--- config.mk ---
export PLATFORM = sky130hd
export DESIGN_NAME = fetch_sequencer_flat
export DESIGN_NICKNAME = d
export VERILOG_FILES = /design/src/rtl/fetch_sequencer_if.sv /design/src/rtl/fetch_sequencer.sv /design/src/flat_wrapper.sv
export SDC_FILE = /design/constraint.sdc
export NUM_CORES = 1
export LEC_CHECK = 0
export ABC_AREA = 1
export CAP_MARGIN = 20
export CORE_ASPECT_RATIO = 0.75
export CORE_MARGIN = 1.5
export CORE_UTILIZATION = 35
export CTS_CLUSTER_SIZE = 16
export DETAILED_ROUTE_END_ITERATION = 10
export MAX_ROUTING_LAYER = met4
export PLACE_DENSITY = 0.58
export SLEW_MARGIN = 40
export SYNTH_ARGS = -nofsm -noshare
export SYNTH_HDL_FRONTEND = slang
export SYNTH_SLANG_ARGS = --single-unit
--- constraint.sdc ---
create_clock -name clk -period 4.1 [get_ports clk]
set_clock_uncertainty 0.15 [all_clocks]
set_input_delay 0.82 -clock clk [delete_from_list [all_inputs] [get_ports clk]]
set_output_delay 0.82 -clock clk [all_outputs]
set_load 0.02 [all_outputs]
--- src/rtl/fetch_sequencer_if.sv ---
// Bus bundle between the fetch sequencer and its surroundings (controls,
// instruction memory port, latched-instruction outputs).
// The breakpoint signals exist only when FETCH_BREAK_EN is defined.
//
// Strobe semantics: there is no back-pressure on this bus. inst_valid is
// a one-cycle pulse that marks the cycle in which a fetch completes.
// pc/inst take the completed fetch's values at the end of that cycle and
// then hold them until the next completed fetch. mem_en qualifies
// mem_addr, and mem_addr is stable for as long as mem_en is high.
interface fetch_sequencer_if #(
  parameter int ADDR_W = 32,
  parameter int DATA_W = 32
);
  logic              run;
  logic              step;
  logic              mem_en;
  logic [ADDR_W-1:0] mem_addr;
  logic [DATA_W-1:0] mem_data;
  logic [ADDR_W-1:0] pc;
  logic [DATA_W-1:0] inst;
  logic              inst_valid;
  logic              busy;
`ifdef FETCH_BREAK_EN
  logic [ADDR_W-1:0] brk_addr;
  logic              brk_en;
  logic              halted;

  modport master (
    input  run, step, mem_data, brk_addr, brk_en,
    output mem_en, mem_addr, pc, inst, inst_valid, busy, halted
  );
  modport slave (
    output run, step, mem_data, brk_addr, brk_en,
    input  mem_en, mem_addr, pc, inst, inst_valid, busy, halted
  );
`else
  modport master (
    input  run, step, mem_data,
    output mem_en, mem_addr, pc, inst, inst_valid, busy
  );
  modport slave (
    output run, step, mem_data,
    input  mem_en, mem_addr, pc, inst, inst_valid, busy
  );
`endif
endinterface

--- src/rtl/fetch_sequencer.sv ---
// Instruction-fetch sequencer: programmable auto-step rate, run/pause with
// single-step, ROM latency wait states and address wrap at MEM_DEPTH words.
// Optional macro FETCH_BREAK_EN adds a single address breakpoint that halts
// auto-stepping until the next step pulse.
// dbg_state exposes the FSM state (0 IDLE, 1 WAIT, 2 LATCH).
module fetch_sequencer #(
  parameter int CLK_DIV   = 100000000,
  parameter int ADDR_W    = 32,
  parameter int DATA_W    = 32,
  parameter int MEM_DEPTH = 64,
  parameter int ROM_LAT   = 1
) (
  input  logic              clk,
  input  logic              rst,
  fetch_sequencer_if.master bus,
  output logic [1:0]        dbg_state
);

  typedef enum logic [1:0] {
    S_IDLE  = 2'd0,
    S_WAIT  = 2'd1,
    S_LATCH = 2'd2
  } state_t;

  localparam int                TW        = (CLK_DIV > 2) ? $clog2(CLK_DIV) : 1;
  localparam logic [TW-1:0]     TICK_MAX  = TW'(CLK_DIV - 1);
  localparam logic [1:0]        LAT_INIT  = 2'(ROM_LAT - 1);
  localparam logic [ADDR_W-1:0] WRAP_ADDR = ADDR_W'(MEM_DEPTH * 4);

  state_t            state;
  state_t            state_nxt;
  logic [TW-1:0]     tick_cnt;
  logic              tick;
  logic              trigger;
  logic              fetched;
  logic [1:0]        lat_cnt;
  logic [ADDR_W-1:0] addr_q;
  logic [ADDR_W-1:0] pc_q;
  logic [ADDR_W-1:0] pc_plus4;
  logic [ADDR_W-1:0] next_addr;
  logic [DATA_W-1:0] inst_q;

  assign tick = bus.run && (tick_cnt == TICK_MAX);

`ifdef FETCH_BREAK_EN
  logic halted_q;
  // While halted only a step pulse can start a fetch, even with run high.
  assign trigger = halted_q ? bus.step : (bus.run ? tick : bus.step);
`else
  // run selects the trigger source, so a step pulse during run is ignored.
  assign trigger = bus.run ? tick : bus.step;
`endif

  // The first fetch after reset reads word 0; later ones advance and wrap.
  assign pc_plus4  = pc_q + ADDR_W'(4);
  assign next_addr = !fetched ? '0 : ((pc_plus4 == WRAP_ADDR) ? '0 : pc_plus4);

  // Step-rate counter: free runs 0..CLK_DIV-1 in run mode, parked at 0 when paused.
  always_ff @(posedge clk) begin
    if (rst || !bus.run) begin
      tick_cnt <= '0;
    end else if (tick_cnt == TICK_MAX) begin
      tick_cnt <= '0;
    end else begin
      tick_cnt <= tick_cnt + TW'(1);
    end
  end

  // FSM state register.
  always_ff @(posedge clk) begin
    if (rst) begin
      state <= S_IDLE;
    end else begin
      state <= state_nxt;
    end
  end

  // FSM next state; triggers outside IDLE are dropped, not queued.
  always_comb begin
    state_nxt = state;
    case (state)
      S_IDLE:  if (trigger) state_nxt = S_WAIT;
      S_WAIT:  if (lat_cnt == 2'd0) state_nxt = S_LATCH;
      S_LATCH: state_nxt = S_IDLE;
      default: state_nxt = S_IDLE;
    endcase
  end

  // Fetch datapath: address launch, latency countdown, instruction capture.
  always_ff @(posedge clk) begin
    if (rst) begin
      addr_q   <= '0;
      pc_q     <= '0;
      inst_q   <= '0;
      lat_cnt  <= 2'd0;
      fetched  <= 1'b0;
`ifdef FETCH_BREAK_EN
      halted_q <= 1'b0;
`endif
    end else begin
      case (state)
        S_IDLE: begin
          if (trigger) begin
            addr_q   <= next_addr;
            lat_cnt  <= LAT_INIT;
            fetched  <= 1'b1;
`ifdef FETCH_BREAK_EN
            halted_q <= 1'b0;
`endif
          end
        end
        S_WAIT: begin
          if (lat_cnt != 2'd0) lat_cnt <= lat_cnt - 2'd1;
        end
        S_LATCH: begin
          inst_q <= bus.mem_data;
          pc_q   <= addr_q;
`ifdef FETCH_BREAK_EN
          if (bus.brk_en && (addr_q == bus.brk_addr)) halted_q <= 1'b1;
`endif
        end
        default: begin
          lat_cnt <= 2'd0;
        end
      endcase
    end
  end

  // FSM outputs: memory enable only while waiting on the ROM, strobe in LATCH.
  always_comb begin
    bus.mem_en     = (state == S_WAIT);
    bus.mem_addr   = addr_q;
    bus.pc         = pc_q;
    bus.inst       = inst_q;
    bus.inst_valid = (state == S_LATCH);
    bus.busy       = (state != S_IDLE);
    dbg_state      = state;
`ifdef FETCH_BREAK_EN
    bus.halted     = halted_q;
`endif
  end

endmodule

--- src/flat_wrapper.sv ---
// flat-port wrapper written by rule: the top's interface ports become plain ports
module fetch_sequencer_flat 
#(
  parameter int CLK_DIV   = 100000000,
  parameter int ADDR_W    = 32,
  parameter int DATA_W    = 32,
  parameter int MEM_DEPTH = 64,
  parameter int ROM_LAT   = 1
)
  (clk, rst, dbg_state, bus_run, bus_step, bus_mem_data, bus_mem_en, bus_mem_addr, bus_pc, bus_inst, bus_inst_valid, bus_busy);
  fetch_sequencer_if #(.ADDR_W(ADDR_W), .DATA_W(DATA_W)) bus_i ();
  input  logic clk;
  input  logic rst;
  output logic [1:0] dbg_state;
  input wire logic [$bits(bus_i.run)-1:0] bus_run;
  input wire logic [$bits(bus_i.step)-1:0] bus_step;
  input wire logic [$bits(bus_i.mem_data)-1:0] bus_mem_data;
  output wire logic [$bits(bus_i.mem_en)-1:0] bus_mem_en;
  output wire logic [$bits(bus_i.mem_addr)-1:0] bus_mem_addr;
  output wire logic [$bits(bus_i.pc)-1:0] bus_pc;
  output wire logic [$bits(bus_i.inst)-1:0] bus_inst;
  output wire logic [$bits(bus_i.inst_valid)-1:0] bus_inst_valid;
  output wire logic [$bits(bus_i.busy)-1:0] bus_busy;
  assign bus_i.run = bus_run;
  assign bus_i.step = bus_step;
  assign bus_i.mem_data = bus_mem_data;
  assign bus_mem_en = bus_i.mem_en;
  assign bus_mem_addr = bus_i.mem_addr;
  assign bus_pc = bus_i.pc;
  assign bus_inst = bus_i.inst;
  assign bus_inst_valid = bus_i.inst_valid;
  assign bus_busy = bus_i.busy;
  fetch_sequencer #(.CLK_DIV(CLK_DIV), .ADDR_W(ADDR_W), .DATA_W(DATA_W), .MEM_DEPTH(MEM_DEPTH), .ROM_LAT(ROM_LAT)) u_core (.clk(clk), .rst(rst), .bus(bus_i), .dbg_state(dbg_state));
endmodule
**Word-level counts from Yosys, hierarchy flattened**

Index checks and enable logic that the tools add are counted.

- Input port bits: 36
- Bits in registers: 128
- Output and inout bits: 101

- $add $sub $neg: 3
- Reduce and logical (&&, ||, !) cells: 11
- Muxes and demuxes: 9
- Equal/unequal tests: 7
- Bitwise operators: 1

Operator list:

| operator | number |
|---|---|
| $mux W32 | 2 |
| $add A32 B3 Y32 const B | 1 |
| $eq A32 B9 Y1 const B | 1 |
| $add A27 B1 Y27 const B | 1 |
| $eq A27 B27 Y1 const B | 1 |
| $mux W2 | 4 |
| $ne A2 B1 Y1 const B | 3 |
| $pmux W2 S3 | 1 |
| $logic_not A2 Y1 | 2 |
| $pmux W2 S2 | 1 |
| $reduce_and A2 Y1 | 2 |
| $reduce_bool A2 Y1 | 2 |
| $reduce_and A3 Y1 | 1 |
| $eq A2 B1 Y1 const B | 1 |
| $eq A2 B2 Y1 const B | 1 |
| $reduce_or A2 Y1 | 1 |
| $sub A2 B1 Y2 const B | 1 |
| $logic_and A1 B1 Y1 | 1 |
| $logic_not A1 Y1 | 1 |
| $logic_or A1 B1 Y1 | 1 |
| $mux W1 | 1 |
| $not A1 Y1 | 1 |

**Longest topological paths before layout**

- Depth in word-level cells: 5
- Mapped depth: 14
- Depth with buffers taken out: 14

**Least setup slack after synthesis**

Ideal clock, no wire load.

- Path kind: register -> output
- From: register u_core.state[1] (netlist: u_core.dbg_state[1])
- To: output port bus_inst_valid
- Cell stages (with the launch flop): 4
- Data arrival time: 1.235 ns
- Buffers on the path: 1
- Slack: 1.895 ns
- Path through: dfxtp_1 -> inv_1 -> nor2_1 -> clkbuf_1

- Cells in the longest elaborated chain, start to end: 1

RTL lines:

| element | RTL line | RTL |
|---|---|---|
| start, declared | fetch_sequencer.sv:30 | `state_t state;` |
| start signal, assigned | fetch_sequencer.sv:74 | `state <= state_nxt;` |
| $eq A2 B2 Y1 | fetch_sequencer.sv:135 | `bus.inst_valid = (state == S_LATCH);` |
| end, declared | flat_wrapper.sv:22 | `output wire logic [$bits(bus_i.inst_valid)-1:0] bus_inst_valid;` |

Every way passes these cells.

**Worst setup path in the final report**

- From: register u_core.state[0] (netlist: u_core.dbg_state[0])
- To: output port bus_busy

- Cells in the longest elaborated chain, start to end: 1

RTL lines:

| element | RTL line | RTL |
|---|---|---|
| $reduce_bool A2 Y1 | fetch_sequencer.sv:136 | `bus.busy = (state != S_IDLE);` |
| end, declared | flat_wrapper.sv:23 | `output wire logic [$bits(bus_i.busy)-1:0] bus_busy;` |

Every way passes these cells.

==> metrics.cfg <==
[critical_path]
path_cells = inv_1 > nand2_1 > clkdlybuf4s50_1
worstSetupPathType = reg -> out
path_max_fanout = 4
cp-start-kind = register
cp_slowest_cell = clkdlybuf4s50_1
critPathCaptureType = primary output
cp_slowest_stage_delay_ns = 0.65
critical_path_required_ns = 3.13
crit_arrival_ns = 1.70

[cells_and_area]
layout-drive-gt1-share_pct = 7.012
fin_nets = 1011
syn2layout_area_growth_pct = 37.96
postLayoutCellArea_mm2 = 0.008035
antenna_cells = 0
stdcell_count = 1194

[yosys]
synth-seq-area-share_pct = 44.00
synth-xor-area-share_pct = 1.805
synth_compound_area_share_pct = 12.95
syn_area_per_cell_um2 = 6.925
postSynthCellCount = 841
synth_top_family_by_area = simple AND/OR/NAND/NOR gates
synth-seq-cells = 128
netlist_area_mm2 = 0.005824
synth_cell_types = 33
synth_top_area_cell = dfxtp_1
yosys-top-cells-area = dfxtp_1, nand2_1, nor2_1
syn_nets = 881
synth_top_cell_area_share_pct = 44.00
synthMuxAreaShare_pct = 0
synthSimpleGateAreaFrac_pct = 33.23
synth_fa_ha_area_share_pct = 0.8593
ys_warn_count = 0

[cts]
clock_sinks = 128
cts.path.max_buffers = 2
cts_tree = built
cts_buffers = 17
clk_pin_slew_worst_paths_ns = 0.06
insertion_delay_ns = 0.42
cts-root-buf = clkbuf_16
htreeDepth = 4
post_cts_buffers = 0
ctsResizeCount = 0
cts_hold_buf = 0

[floorplanning]
core-area_mm2 = 0.01617
die_h_um = 114.7
start_util_pct = 36.03
rows = 40
io_pins = 137
die_x_um = 152.0
die_area_mm2 = 0.01743

[run]
drv_cap = 0

[routing]
vias = 5720
ant_nets = 0
drt-pass1-iter-count = 6
totalWireLength_mm = 16.81
wire_per_inst_um = 14.08
vias_per_cell = 4.791
post-route-drc-count = 0
drt-initial-drc-count = 415

[global_route]
grt_pass1_wl_mm = 27.54
grt_overflow = 0
grt_max_degree = 66
grt_pass1_vias = 5280
grt_usage_pct = 20.56
antenna_found_initial = 0

[power]
vdd_drop_max_mv = 0.2837
power_density_mw_per_mm2 = 408.9
p_leak_nw = 2.949

[placement]
gp_congestion = 0.8435
post-place-ws_ns = 1.399
hpwlAfterDp_mm = 11.73
post-place-cells = 1162
dpl-instance-area_mm2 = 0.007370
numPortBuffers = 136

[sta]
finalCriticalPeriod_ns = 2.673
setup_viol = 0
tns_ns = 0
layout_setup_ws_ns = 1.427
rsz0062_at_grt = no
max_freq_ghz = 0.3741
finalHoldViolCount = 0
tightest_slew_ns = 0.6277
relSlewSlack_pct = 58.15
fin_crit_sh_pct = 65.19
maxSlewViolCount = 0

[status]
outcome = finished clean

[min_path]
hold_path_class = reg -> reg

-- metal layers --
metal / wire length, um / GRT usage, %
met4: 101 / 5.113
met5: 0 / -
met2: 6570 / 27.93
met1: 8789 / 29.34
met3: 1345 / 6.170
-- synth_stat cells, drive strengths merged --
cell type / instances
nand2: 206
nor2: 165
dfxtp: 128
inv: 74
o21ai: 73
a21oi: 72
nand3: 36
clkbuf: 26
nand4: 12
nor3: 12
xor2: 9
buf: 5
ha: 4
nor3b: 4
nor4: 4
a22oi: 3
xnor2: 3
or2: 2
clkinv: 1
nand3b: 1
o22ai: 1
-- per-stage QoR --
step	hold WS (ns)	power, mW	utilization (%)
2_1_floorplan	0.2675	1.471	-
3_3_place_gp	0.2795	1.611	45.54
3_5_place_dp	0.2876	1.611	45.59
4_1_cts	0.2958	3.316	49.71
5_1_grt	0.3416	3.400	49.71
6_report	0.2937	3.286	49.71
-- layout make-up --
class | instances | area (um^2)
clock inverter | 9 | 177.7
timing repair buffer | 142 | 1406
clock buffer | 23 | 488.0
tap | 210 | 262.8
inverter | 75 | 285.3
sequential | 128 | 2562
fill | 1649 | 8130
multi-input combinational | 607 | 2853
-- final timing paths --
| kind | endpoint | startpoint | slack (ns) | cells after the start |
|---|---|---|---|---|
| setup / recovery | bus_busy | u_core.dbg_state[0] | 1.43 | 3 |
| hold / removal | u_core.tick_cnt[0] | u_core.tick_cnt[0] | 0.29 | 1 |
| setup reg to reg | u_core.bus.mem_addr[3] | u_core.bus.pc[2] | 1.47 | 14 |
| hold reg to reg | u_core.tick_cnt[0] | u_core.tick_cnt[0] | 0.29 | 1 |
-- cell families (layout without fill, tap and decap cells) --
| logic type | Yosys count | in the layout |
|---|---|---|
| xor gates and xnor gates | 12 | 12 |
| AOI/OAI and AO/OA | 149 | 149 |
| buffers and inverters | 106 | 249 |
| adders and majority gates | 4 | 4 |
| and+or+nand+nor | 442 | 442 |
| DFF | 128 | 128 |
-- power breakdown --
group / leakage (nW) / total [mW] / internal (mW) / switching [mW]
Combinational: 1.60 / 0.274 / 0.118 / 0.156
Sequential: 1.04 / 1.31 / 1.28 / 0.0332
Clock: 0.316 / 1.70 / 1.14 / 0.557
Total: 2.95 / 3.29 / 2.54 / 0.747
-- placed cells by master (no fill, tap or decap), drive strengths merged --
| cell type | n |
|---|---|
| nand2 | 206 |
| nor2 | 165 |
| clkdlybuf4s50 | 136 |
| dfxtp | 128 |
| inv | 74 |
| o21ai | 73 |
| a21oi | 72 |
| nand3 | 36 |
| clkbuf | 23 |
| nand4 | 12 |
| nor3 | 12 |
| xor2 | 9 |
| buf | 6 |
| bufinv | 5 |
| nor3b | 4 |
| ha | 4 |
| nor4 | 4 |
| a22oi | 3 |
| xnor2 | 3 |
| clkinvlp | 3 |
| clkinv | 2 |
| or2 | 2 |
| nand3b | 1 |
| o22ai | 1 |
-- registers in the layout, indices dropped and copies added (netlist names) --
register / flops
u_core.tick_cnt: 27
u_core.bus.pc: 32
u_core.fetched: 1
u_core.dbg_state: 2
u_core.lat_cnt: 2
u_core.bus.mem_addr: 32
u_core.bus.inst: 32
-- critical path, delay by kind of cell (launching register included) --
family | cells | cell delay, ns
flip-flops | 1 | 0.39
AND/OR/NAND/NOR | 1 | 0.15
buffers and inverters | 2 | 0.74
No activity file was read; power rests on OpenSTA's default activity.
